==> src/rtl/uart_tx_serializer_if.sv <==
// Parallel-in handshake and serial-out status bundle for the UART transmitter.
// The master side drives the byte and its framing options; the slave side is the serializer.
interface uart_tx_serializer_if #(
  parameter int DATA_WIDTH = 8
);
  logic                  i_data_valid;
  logic [DATA_WIDTH-1:0] i_p_data;
  logic                  i_par_en;
  logic                  i_par_typ;
  logic                  o_tx_out;
  logic                  o_busy;

  modport master (
    output i_data_valid, i_p_data, i_par_en, i_par_typ,
    input  o_tx_out, o_busy
  );

  modport slave (
    input  i_data_valid, i_p_data, i_par_en, i_par_typ,
    output o_tx_out, o_busy
  );
endinterface

==> src/rtl/uart_tx_serializer.sv <==
// UART transmitter clocked at the baud rate: start bit, LSB-first data, optional parity, one stop bit.
// A new byte is taken in IDLE or during the stop bit, so frames can run back to back.
module uart_tx_serializer #(
  parameter int DATA_WIDTH = 8
) (
  input logic                 i_clk,
  input logic                 i_reset,
  uart_tx_serializer_if.slave bus
);

  localparam int CNT_W = $clog2(DATA_WIDTH);
  localparam logic [CNT_W-1:0] LAST_BIT = CNT_W'(DATA_WIDTH - 1);

  localparam logic [2:0] IDLE   = 3'd0;
  localparam logic [2:0] START  = 3'd1;
  localparam logic [2:0] DATA   = 3'd2;
  localparam logic [2:0] PARITY = 3'd3;
  localparam logic [2:0] STOP   = 3'd4;

  logic [2:0]            state;
  logic [CNT_W-1:0]      cnt;
  logic [DATA_WIDTH-1:0] data_sh;
  logic                  par_en_q;
  logic                  par_bit_q;
  logic                  tx_out;
  logic                  busy;
  logic                  accept;

  function automatic logic parity_bit(input logic [DATA_WIDTH-1:0] d, input logic odd);
    return (^d) ^ odd;
  endfunction

  assign accept = bus.i_data_valid && ((state == IDLE) || (state == STOP));

  // The data register shifts right so the next bit to send is always at index 1.
  always_ff @(posedge i_clk or negedge i_reset) begin
    if (!i_reset) begin
      state     <= IDLE;
      cnt       <= '0;
      data_sh   <= '0;
      par_en_q  <= 1'b0;
      par_bit_q <= 1'b0;
      tx_out    <= 1'b1;
      busy      <= 1'b0;
    end else if (accept) begin
      state     <= START;
      data_sh   <= bus.i_p_data;
      par_en_q  <= bus.i_par_en;
      par_bit_q <= parity_bit(bus.i_p_data, bus.i_par_typ);
      tx_out    <= 1'b0;
      busy      <= 1'b1;
    end else begin
      case (state)
        IDLE: begin
          tx_out <= 1'b1;
          busy   <= 1'b0;
        end
        START: begin
          state  <= DATA;
          cnt    <= '0;
          tx_out <= data_sh[0];
        end
        DATA: begin
          if (cnt == LAST_BIT) begin
            state  <= par_en_q ? PARITY : STOP;
            tx_out <= par_en_q ? par_bit_q : 1'b1;
          end else begin
            cnt     <= cnt + CNT_W'(1);
            tx_out  <= data_sh[1];
            data_sh <= data_sh >> 1;
          end
        end
        PARITY: begin
          state  <= STOP;
          tx_out <= 1'b1;
        end
        STOP: begin
          state  <= IDLE;
          tx_out <= 1'b1;
          busy   <= 1'b0;
        end
        default: begin
          state  <= IDLE;
          tx_out <= 1'b1;
          busy   <= 1'b0;
        end
      endcase
    end
  end

  assign bus.o_tx_out = tx_out;
  assign bus.o_busy   = busy;

endmodule

==> src/flat_wrapper.sv <==
// flat-port wrapper written by rule: the top's interface ports become plain ports
module uart_tx_serializer_flat 
#(
  parameter int DATA_WIDTH = 8
)
  (i_clk, i_reset, bus_i_data_valid, bus_i_p_data, bus_i_par_en, bus_i_par_typ, bus_o_tx_out, bus_o_busy);
  uart_tx_serializer_if #(.DATA_WIDTH(DATA_WIDTH)) bus_i ();
  input logic i_clk;
  input logic i_reset;
  input wire logic [$bits(bus_i.i_data_valid)-1:0] bus_i_data_valid;
  input wire logic [$bits(bus_i.i_p_data)-1:0] bus_i_p_data;
  input wire logic [$bits(bus_i.i_par_en)-1:0] bus_i_par_en;
  input wire logic [$bits(bus_i.i_par_typ)-1:0] bus_i_par_typ;
  output wire logic [$bits(bus_i.o_tx_out)-1:0] bus_o_tx_out;
  output wire logic [$bits(bus_i.o_busy)-1:0] bus_o_busy;
  assign bus_i.i_data_valid = bus_i_data_valid;
  assign bus_i.i_p_data = bus_i_p_data;
  assign bus_i.i_par_en = bus_i_par_en;
  assign bus_i.i_par_typ = bus_i_par_typ;
  assign bus_o_tx_out = bus_i.o_tx_out;
  assign bus_o_busy = bus_i.o_busy;
  uart_tx_serializer #(.DATA_WIDTH(DATA_WIDTH)) u_core (.i_clk(i_clk), .i_reset(i_reset), .bus(bus_i));
endmodule
==> config.mk <==
export PLATFORM = sky130hd
export DESIGN_NAME = uart_tx_serializer_flat
export DESIGN_NICKNAME = d
export VERILOG_FILES = /design/src/rtl/uart_tx_serializer_if.sv /design/src/rtl/uart_tx_serializer.sv /design/src/flat_wrapper.sv
export SDC_FILE = /design/constraint.sdc
export NUM_CORES = 1
export LEC_CHECK = 0
export ABC_AREA = 1
export ABC_CLOCK_PERIOD_IN_PS = 1800
export CAP_MARGIN = 40
export CORE_MARGIN = 2
export CORE_UTILIZATION = 33
export CTS_CLUSTER_SIZE = 30
export DETAILED_ROUTE_END_ITERATION = 10
export GPL_TIMING_DRIVEN = 0
export MAX_ROUTING_LAYER = met4
export PLACE_DENSITY = 0.64
export SETUP_SLACK_MARGIN = 0.3
export SLEW_MARGIN = 15
export SYNTH_ARGS = -nofsm -noshare
export SYNTH_HDL_FRONTEND = slang
export SYNTH_SLANG_ARGS = --single-unit
==> constraint.sdc <==
create_clock -name i_clk -period 1.8 [get_ports i_clk]
set_clock_uncertainty 0.1 [all_clocks]
set_input_delay 0.18 -clock i_clk [delete_from_list [all_inputs] [get_ports i_clk]]
set_output_delay 0.18 -clock i_clk [all_outputs]
set_load 0.05 [all_outputs]
==> summary.txt, run 1 <==
Pwr
  • Combinational group share of total power: 0.499
  • Worst IR Drop VDD: 0.590 mV
  • PwrDens: 1510 nW/um2
  • Cell Int Power: 0.00110 W
  • Leakage: 0.627 nW
  • Part of the power in registers: 0.373
  • Clock Power Share: 0.128
  • Sw power: 0.000809 W
  • Switch share: 0.423

Setup path
  • Slowest CP cell: dfrtp_1
  • CP Class: reg -> reg
  • Cells along the critical path: ha_2, ha_4, nor2_8, inv_6, nand2_4, inv_2, nand2_1, o221ai_2
  • CP Buf/Inv Count: 2
  • Crit path max fanout: 7
  • Reg-to-reg critical path startpoint: u_core.cnt[0]
  • CP arrival: 1560 ps
  • CP top delay family: flip-flops
  • Critical Path Max Stage Delay: 410 ps
  • Crit path capture type: flip-flop
  • Worst endpoint required time: 1880 ps
  • Worst Setup SP: u_core.cnt[0]
  • Setup crit start kind: flip-flop

STA
  • Relative slew slack: 0.677
  • Hold slack: 53.8 ps
  • RSZ-0062 raised after global routing: yes
  • Final period util: 0.825
  • Final Hold Viols: 0
  • Final Slew Violations: 0
  • Max frequency: 0.674 GHz
  • Tightest Pin Transition: 486 ps
  • TNS Setup: 0 ps
  • Final min period: 1480 ps
  • # setup viols final: 0

Finish
  • Final Non-Filler Cells: 176
  • Layout cell share with drive strength beyond 1: 0.179
  • Multi-input gate area: 479 um2
  • Area Overhead vs Synth: 26.8%
  • FF+latch area: 452 um2
  • NumNets Final: 161
  • Final Util: 0.448
  • # fillers: 272
  • ANT cells: 0

Yosys
  • Post-synth top area share: 0.425
  • Mean post-synth cell area: 8.14 um2
  • Post-synth top area cell: dfrtp_1
  • Synthesized instance count: 123
  • Most frequent cell after synthesis: nand2_1
  • Yosys reg bits: 18
  • Largest cells by area after synthesis: dfrtp_1 43%, nand2_1 15%, inv_1 7.1%
  • Syn. warnings: 0
  • Sequential fraction of the synthesis area: 0.451
  • Post-Syn Nets: 138
  • Ys flop type: dfrtp_1
  • Synth Cell Area: 1000 um2
  • Netlist cell types: 25
  • Ys async rst share: 1.00
  • EDFF count, synth: 0
  • Top post-synthesis cells by count: 41 x nand2_1, 19 x inv_1, 17 x dfrtp_1

Detailed routing
  • Antenna Nets Post-Route: 0
  • Drt total wl: 1.94 mm
  • Drt pass-1 iters: 4
  • Via density: 4.75
  • Initial DRC Count: 10
  • Vias: 836
  • Routed len/inst: 11.0 um
  • Drc violations: 0

Floorplan
  • Row count: 19
  • Die Wd: 59.1 um
  • Initial core utilization: 0.354
  • IO Pins: 15
  • Core box area: 2830 um2
  • Die Y: 59.1 um
  • Die footprint: 3490 um2

Clock tree
  • CTS Sinks: 18
  • CTS Buffer Depth: 2
  • Post-CTS Hold Fix Bufs: 0
  • CTS clk-pin slew, worst paths: 100 ps
  • Number of CTS-inserted buffers: 3
  • CTS Root Cell: clkbuf_4
  • H-tree Lvls: 1
  • TritonCTS clock tree: done
  • Worst skew pair latency: 290 ps

GRT
  • Grt total ovfl: 0
  • Initial antenna violation count: 0
  • First-pass GRT wire length: 3.39 mm
  • Vias in the first global route: 797
  • Gr usage total: 0.133
  • Pin count of the biggest net entering global routing: 19

Place
  • Post-DP HPWL: 1.48 mm
  • GP Congestion: 0.740
  • PortBufs: 14
  • Placed Instances: 168

Outcome
  • Status: finished clean

Flow run
  • Max-cap violation count: 0

Worst hold path
  • Hold Crit Class: in -> async
[cell usage in the layout (no fill, tap or decap), types with 2 or more instances in the layout]
master | Yosys | layout
nand4_1 | 2 | 2
nand2_4 | 2 | 2
nor2_2 | 2 | 2
nor2_1 | 7 | 7
o211ai_1 | 2 | 2
nand2_1 | 41 | 41
o221ai_2 | 3 | 3
o21ai_1 | 1 | 2
dfrtp_1 | 17 | 17
inv_1 | 19 | 19
nand3_1 | 4 | 4
clkbuf_4 | 0 | 3
o21ai_0 | 8 | 7
clkdlybuf4s50_1 | 0 | 12
buf_4 | 0 | 3
[cell type report]
class                   count  share of cell area
repair buffers             18               0.136
clock buffers               4              0.0286
multi-input cells          83               0.378
well taps                  31              0.0306
flip-flops and latches     18               0.356
inverters                  22              0.0710
[sequential cells by signal, summed over array words and instances (netlist names)]
name / flops
u_core.bus.o_busy: 1
u_core.bus.o_tx_out: 1
u_core.cnt: 3
u_core.data_sh: 8
u_core.par_bit_q: 1
u_core.par_en_q: 1
u_core.state: 3
[layer usage]
metal	global-route usage	up-vias	wire length, um
met3	0.0328	2	43
met2	0.227	6	983
met5	-	-	0
li1	-	442	-
met4	0.0292	0	19
met1	0.158	386	895
[repair_timing]
action | 4_1_cts | 5_1_grt
pin swaps | 1 | 0
setup endpoints to repair | 16 | 15
buffers inserted | 2 | 1
gates resized for setup | 5 | 5
[path summary, 6_finish.rpt]
kind | depth (start not counted) | to | slack [ps]
setup / recovery | 8 | u_core.data_sh[6] | 320
hold / removal | 1 | u_core.bus.o_busy | 50
setup reg to reg | 8 | u_core.data_sh[6] | 320
hold reg to reg | 1 | u_core.state[2] | 350
max in group asynchronous | 2 | u_core.bus.o_tx_out | 1060
min in group i_clk | 1 | u_core.state[2] | 350
[per-stage QoR]
stage | setup slack [ps] | total power (W) | cell area [um2]
5_1_grt | 221 | 0.00208 | 1270
3_5_place_dp | 160 | 0.00161 | 1180
3_3_place_gp | 193 | 0.00158 | 1180
2_1_floorplan | 303 | 0.00138 | 1000
6_report | 315 | 0.00191 | 1270
4_1_cts | 176 | 0.00189 | 1240
[power groups by stage]
stage	logic [W]	registers, W	clock network (W)
floorplan	0.000602	0.000778	0
global placement	0.000869	0.000711	0
detailed placement	0.000894	0.000714	0
CTS	0.000928	0.000710	0.000256
global route	0.00108	0.000736	0.000266
finish	0.000955	0.000713	0.000245
[cells by family after synthesis]
| family | share of synthesized area |
|---|---|
| fa+ha+maj | 0.0250 |
| xor+xnor | 0.00875 |
| compound gates | 0.136 |
| simple gates | 0.289 |
| flops | 0.451 |
| buf+inv | 0.0900 |
(Power assumes the default switching activity.)
==> inputs of run 2 (changes only) <==
ABC_CLOCK_PERIOD_IN_PS = 1300   (was 1800)
PLACE_DENSITY = 0.66   (was 0.64)
clock period = 1.3 ns   (was 1.8 ns; I/O delays follow)
==> run 2 against run 1 <==
Effect of this change:
- the flow now finishes with violations (hold timing, setup timing)
- critical path type unchanged
- wire length rose by 42%
- clock power rose by 44%
- maximum frequency rose by 0.52%
- first-iteration DRC count fell by 30%
==> summary.txt, run 2 (synthesis results as in run 1) <==
Finish
  • NumNets Final: 179
  • Final Util: 0.548
  • ANT cells: 0
  • Commonest non-fill, non-tap cell in the layout: nand2_1
  • Post-route cell area: 1550 um2
  • Largest register FFs: 8
  • Registers with the most flip-flops: u_core.data_sh (8), u_core.cnt (3), u_core.state (3)
  • Layout cell share with drive strength beyond 1: 0.399
  • Biggest register: u_core.data_sh
  • Commonest cells after routing, fill and taps aside: 33 x nand2_1, 16 x inv_1, 16 x dfrtp_1, 15 x buf_4, 12 x clkdlybuf4s50_1
  • Area Overhead vs Synth: 54.8%

Floorplan
  • Initial core utilization: 0.354
  • Die footprint: 3490 um2
  • Die Y: 59.1 um
  • Die Wd: 59.1 um
  • IO Pins: 15
  • Core box area: 2830 um2
  • Row count: 19

Setup path
  • Critical Path Max Stage Delay: 410 ps
  • RR Endpoint: u_core.data_sh[4]
  • Reg2Reg Depth: 7
  • Crit path max fanout: 6
  • CP arrival: 1570 ps
  • CP Buf/Inv Count: 2
  • Crit. path cell count: 7
  • CP top delay family: flip-flops
  • Crit path capture: u_core.data_sh[4]
  • Cells along the critical path: ha_2, ha_4, nor2_8, inv_6, nand2_8, buf_4, o211ai_1
  • Worst endpoint required time: 1390 ps
  • Reg-to-reg critical path startpoint: u_core.cnt[1]
  • CP Class: reg -> reg
  • Crit path capture type: flip-flop
  • Setup crit start kind: flip-flop
  • R2R Setup Slk: -180 ps
  • Worst Setup SP: u_core.cnt[1]
  • Slowest CP cell: dfrtp_1

STA
  • # setup viols final: 17
  • Final Slew Violations: 0
  • Final Hold Viols: 6
  • Relative slew slack: 0.755
  • Final period util: 1.14
  • Tightest Pin Transition: 367 ps
  • RSZ-0062 raised after global routing: yes
  • Final min period: 1480 ps
  • Max frequency: 0.677 GHz
  • Final worst slack: -177 ps
  • Hold slack: -8.35 ps

GRT
  • Initial antenna violation count: 0
  • Pin count of the biggest net entering global routing: 19
  • Gr usage total: 0.157
  • First-pass GRT wire length: 3.90 mm
  • Vias in the first global route: 898
  • Grt total ovfl: 0

Detailed routing
  • Vias: 964
  • Top Layer Used: met4
  • Via density: 4.97
  • Metal2 WL: 1.52 mm
  • Drc violations: 0
  • Drt total wl: 2.76 mm
  • Met1 WL: 1.13 mm
  • Routed len/inst: 14.2 um
  • Drt pass-1 iters: 4
  • Initial DRC Count: 7
  • Antenna Nets Post-Route: 0
  • Met3 Routed Length: 28 um

Clock tree
  • CTS clk-pin slew, worst paths: 110 ps
  • CTS Buffer Depth: 2
  • CTS Root Cell: clkbuf_4
  • H-tree Lvls: 1
  • TritonCTS clock tree: done
  • Post-CTS Hold Fix Bufs: 0
  • Worst skew pair latency: 300 ps
  • CTS Sinks: 18
  • Number of CTS-inserted buffers: 3

Pwr
  • Worst IR Drop VDD: 1.04 mV
  • PwrDens: 2330 nW/um2
  • Leakage: 0.758 nW

Place
  • Post-Place Cell Area: 1210 um2
  • Post-DP HPWL: 1.64 mm
  • GP Congestion: 0.735
  • PortBufs: 14

Outcome
  • Failing checks: hold timing, setup timing
  • Status: finished with violations

Worst hold path
  • Hold Crit Class: in -> async

Flow run
  • Max-cap violation count: 0
run 2: cell types whose count changed in the layout (fill, tap and decap cells not counted), sizes merged:
cell           change
clkdlybuf4s15      -1
buf               +20
clkbuf             -1
run 2: how the worst min path moves through the flow:
stage | from | to | cells past startpoint
finish | i_reset | u_core.state[0] | 1
global route | i_reset | u_core.bus.o_busy | 1
CTS | i_reset | u_core.bus.o_busy | 1
detailed placement | u_core.par_en_q | u_core.state[2] | 1
global placement | u_core.par_en_q | u_core.state[2] | 1
floorplan | i_reset | u_core.bus.o_busy | 0
run 2: layout make-up:
class | count | area [um2]
Fill cell | 227 | 1280
Multi-Input combinational cell | 83 | 568
Sequential cell | 18 | 453
Timing Repair Buffer | 36 | 350
Inverter | 22 | 103
Tap cell | 31 | 38.8
Clock buffer | 4 | 36.3
run 2: routing by layer:
metal,track usage,up-vias
met5,-,-
met4,0.123,0
met3,0.0175,6
met2,0.259,11
met1,0.172,470
li1,-,477
run 2: power breakdown:
| group | internal (W) | total, W | switching, W |
|---|---|---|---|
| Clock | 0.000171 | 0.000354 | 0.000183 |
| Sequential | 0.000845 | 0.00105 | 0.000201 |
| Combinational | 0.00105 | 0.00221 | 0.00116 |
run 2: repair_timing:
action                     CTS  global route
gates cloned                 0             0
gates resized for setup     20            31
pin swaps                    5            11
setup endpoints to repair   20            20
hold endpoints to repair     0             3
buffers inserted            14             7
run 2: stage by stage:
step | setup TNS [ps] | hold WS, ps | total power, W | std cells | setup WS (ps)
global placement | -2040 | 343 | 0.00228 | 168 | -208
CTS | -1870 | 207 | 0.00306 | 186 | -175
detailed placement | -2440 | 347 | 0.00234 | 168 | -215
floorplan | -381 | -266 | 0.00200 | 123 | -62.4
finish | -1860 | -8.35 | 0.00361 | 194 | -177
global route | -2860 | -0.335 | 0.00385 | 194 | -234
==> inputs of run 3 (changes only) <==
SLEW_MARGIN = 40   (was 15)
==> run 3 against run 2 <==
Effect of this change:
- the flow finishes with violations (setup timing)
- largest cell class unchanged
- register-to-register slack is essentially flat
- clock-buffer cell count is the same
- largest power group unchanged
- cell count is the same
- cell area shrank 0.40%
==> summary.txt, run 3 (synthesis results as in run 1) <==
Detailed routing
  • Drc violations: 0
  • Antenna Nets Post-Route: 0
  • Initial DRC Count: 12
  • Vias: 979
  • Via density: 5.05
  • Routed len/inst: 14.0 um
  • Drt pass-1 iters: 4
  • Drt total wl: 2.72 mm

Outcome
  • Failing checks: setup timing
  • Status: finished with violations

Clock tree
  • CTS clk-pin slew, worst paths: 100 ps
  • H-tree Lvls: 1
  • TritonCTS clock tree: done
  • CTS Sinks: 18
  • Worst skew pair latency: 310 ps
  • CTS Buffer Depth: 2
  • Number of CTS-inserted buffers: 3
  • CTS Root Cell: clkbuf_4

GRT
  • First-pass GRT wire length: 3.90 mm
  • Gr usage total: 0.157
  • Vias in the first global route: 898
  • Grt total ovfl: 0
  • Pin count of the biggest net entering global routing: 19
  • Initial antenna violation count: 0

Setup path
  • CP Class: reg -> reg
  • Cells along the critical path: ha_2, ha_4, nor2_8, inv_6, nand2_8, buf_4, o211ai_1
  • Setup crit start kind: flip-flop
  • CP Buf/Inv Count: 2
  • Critical Path Max Stage Delay: 400 ps
  • Worst endpoint required time: 1400 ps
  • Crit path capture type: flip-flop
  • Slowest CP cell: dfrtp_1
  • Crit path max fanout: 6
  • CP top delay family: flip-flops
  • CP arrival: 1580 ps

Finish
  • Multi-input gate area: 568 um2
  • # fillers: 233
  • Final Non-Filler Cells: 194
  • FF+latch area: 453 um2
  • ANT cells: 0
  • Layout cell share with drive strength beyond 1: 0.399
  • Commonest cells after routing, fill and taps aside: 33 x nand2_1, 16 x inv_1, 16 x dfrtp_1, 14 x buf_4, 11 x clkdlybuf4s50_1
  • Registers with the most flip-flops: u_core.data_sh (8), u_core.cnt (3), u_core.state (3)
  • Biggest register: u_core.data_sh
  • Commonest non-fill, non-tap cell in the layout: nand2_1
  • Area Overhead vs Synth: 54.1%
  • NumNets Final: 179
  • Final Util: 0.545
  • Largest register FFs: 8

STA
  • Final min period: 1480 ps
  • Relative slew slack: 0.729
  • Final period util: 1.14
  • # setup viols final: 17
  • Final Hold Viols: 0
  • RSZ-0062 raised after global routing: yes
  • Final Slew Violations: 0
  • Tightest Pin Transition: 407 ps
  • Max frequency: 0.677 GHz
  • Final worst slack: -177 ps

Pwr
  • Worst IR Drop VDD: 1.05 mV
  • Part of the power in registers: 0.288
  • Leakage: 0.756 nW
  • Cell Int Power: 0.00208 W
  • Switch share: 0.425
  • Combinational group share of total power: 0.612
  • PwrDens: 2350 nW/um2
  • Sw power: 0.00154 W
  • Clock Power Share: 0.100

Floorplan
  • Die Wd: 59.1 um
  • Core box area: 2830 um2
  • Row count: 19
  • Die Y: 59.1 um
  • Die footprint: 3490 um2
  • Initial core utilization: 0.354
  • IO Pins: 15

Flow run
  • Max-cap violation count: 0

Place
  • Placed Instances: 168
  • GP Congestion: 0.735
  • Pre-CTS WS: -215 ps
  • Post-DP HPWL: 1.64 mm
  • PortBufs: 14

Worst hold path
  • Hold Crit Class: in -> async
run 3: cell count changes in the layout (fill, tap and decap cells not counted):
cell             change
dlygate4sd3_1        +1
buf_6                +1
buf_4                -1
buf_8                -1
clkdlybuf4s50_1      -1
buf_2                +1
run 3: area by class of cell:
cell class	count	area share
tap	31	0.0251
multi-input combinational	83	0.368
clock buffer	4	0.0235
timing repair buffer	36	0.223
inverter	22	0.0665
sequential	18	0.294
run 3: final timing paths:
path,from,to,slack [ps],cells past startpoint
setup / recovery,u_core.cnt[1],u_core.data_sh[4],-180,7
hold / removal,i_reset,u_core.bus.o_busy,160,2
setup reg to reg,u_core.cnt[1],u_core.data_sh[4],-180,7
hold reg to reg,u_core.par_en_q,u_core.state[2],360,1
max in group asynchronous,i_reset,u_core.bus.o_tx_out,610,2
min in group i_clk,bus_i_par_en,u_core.par_en_q,280,3
run 3: what timing repair did:
action                                  CTS  global route
pin swaps                                 5            12
gates resized for setup                  20            32
hold endpoints to repair                  0            18
hold buffers                              0             1
endpoints found under the setup margin   20            20
buffers inserted                         14             7
run 3: worst register-to-register path, stage by stage (launching register included):
cell and delay, ps:
dfrtp_1 400, ha_2 200, ha_4 180, nor2_8 130, inv_6 80, nand2_8 90
buf_4 110, o211ai_1 80
run 3: per-stage QoR:
step	hold slack, ps	setup TNS, ps	cell area [um2]	total power, W
CTS	207	-1870	1380	0.00306
global placement	343	-2040	1210	0.00228
floorplan	-266	-381	1040	0.00200
global route	211	-2910	1540	0.00386
detailed placement	347	-2440	1210	0.00234
finish	164	-1870	1540	0.00362
run 3: routing by layer:
metal / wire, um / track usage / up-vias
li1: - / - / 476
met1: 1110 / 0.172 / 477
met2: 1480 / 0.259 / 18
met3: 53 / 0.0175 / 8
met4: 87 / 0.123 / 0
met5: 0 / - / -
run 3: power groups by stage:
stage	logic (W)	registers [W]	clock network [W]
2_1_floorplan	0.000901	0.00110	0
3_3_place_gp	0.00127	0.00101	0
3_5_place_dp	0.00132	0.00102	0
4_1_cts	0.00169	0.00101	0.000367
5_1_grt	0.00241	0.00107	0.000383
6_report	0.00222	0.00104	0.000360
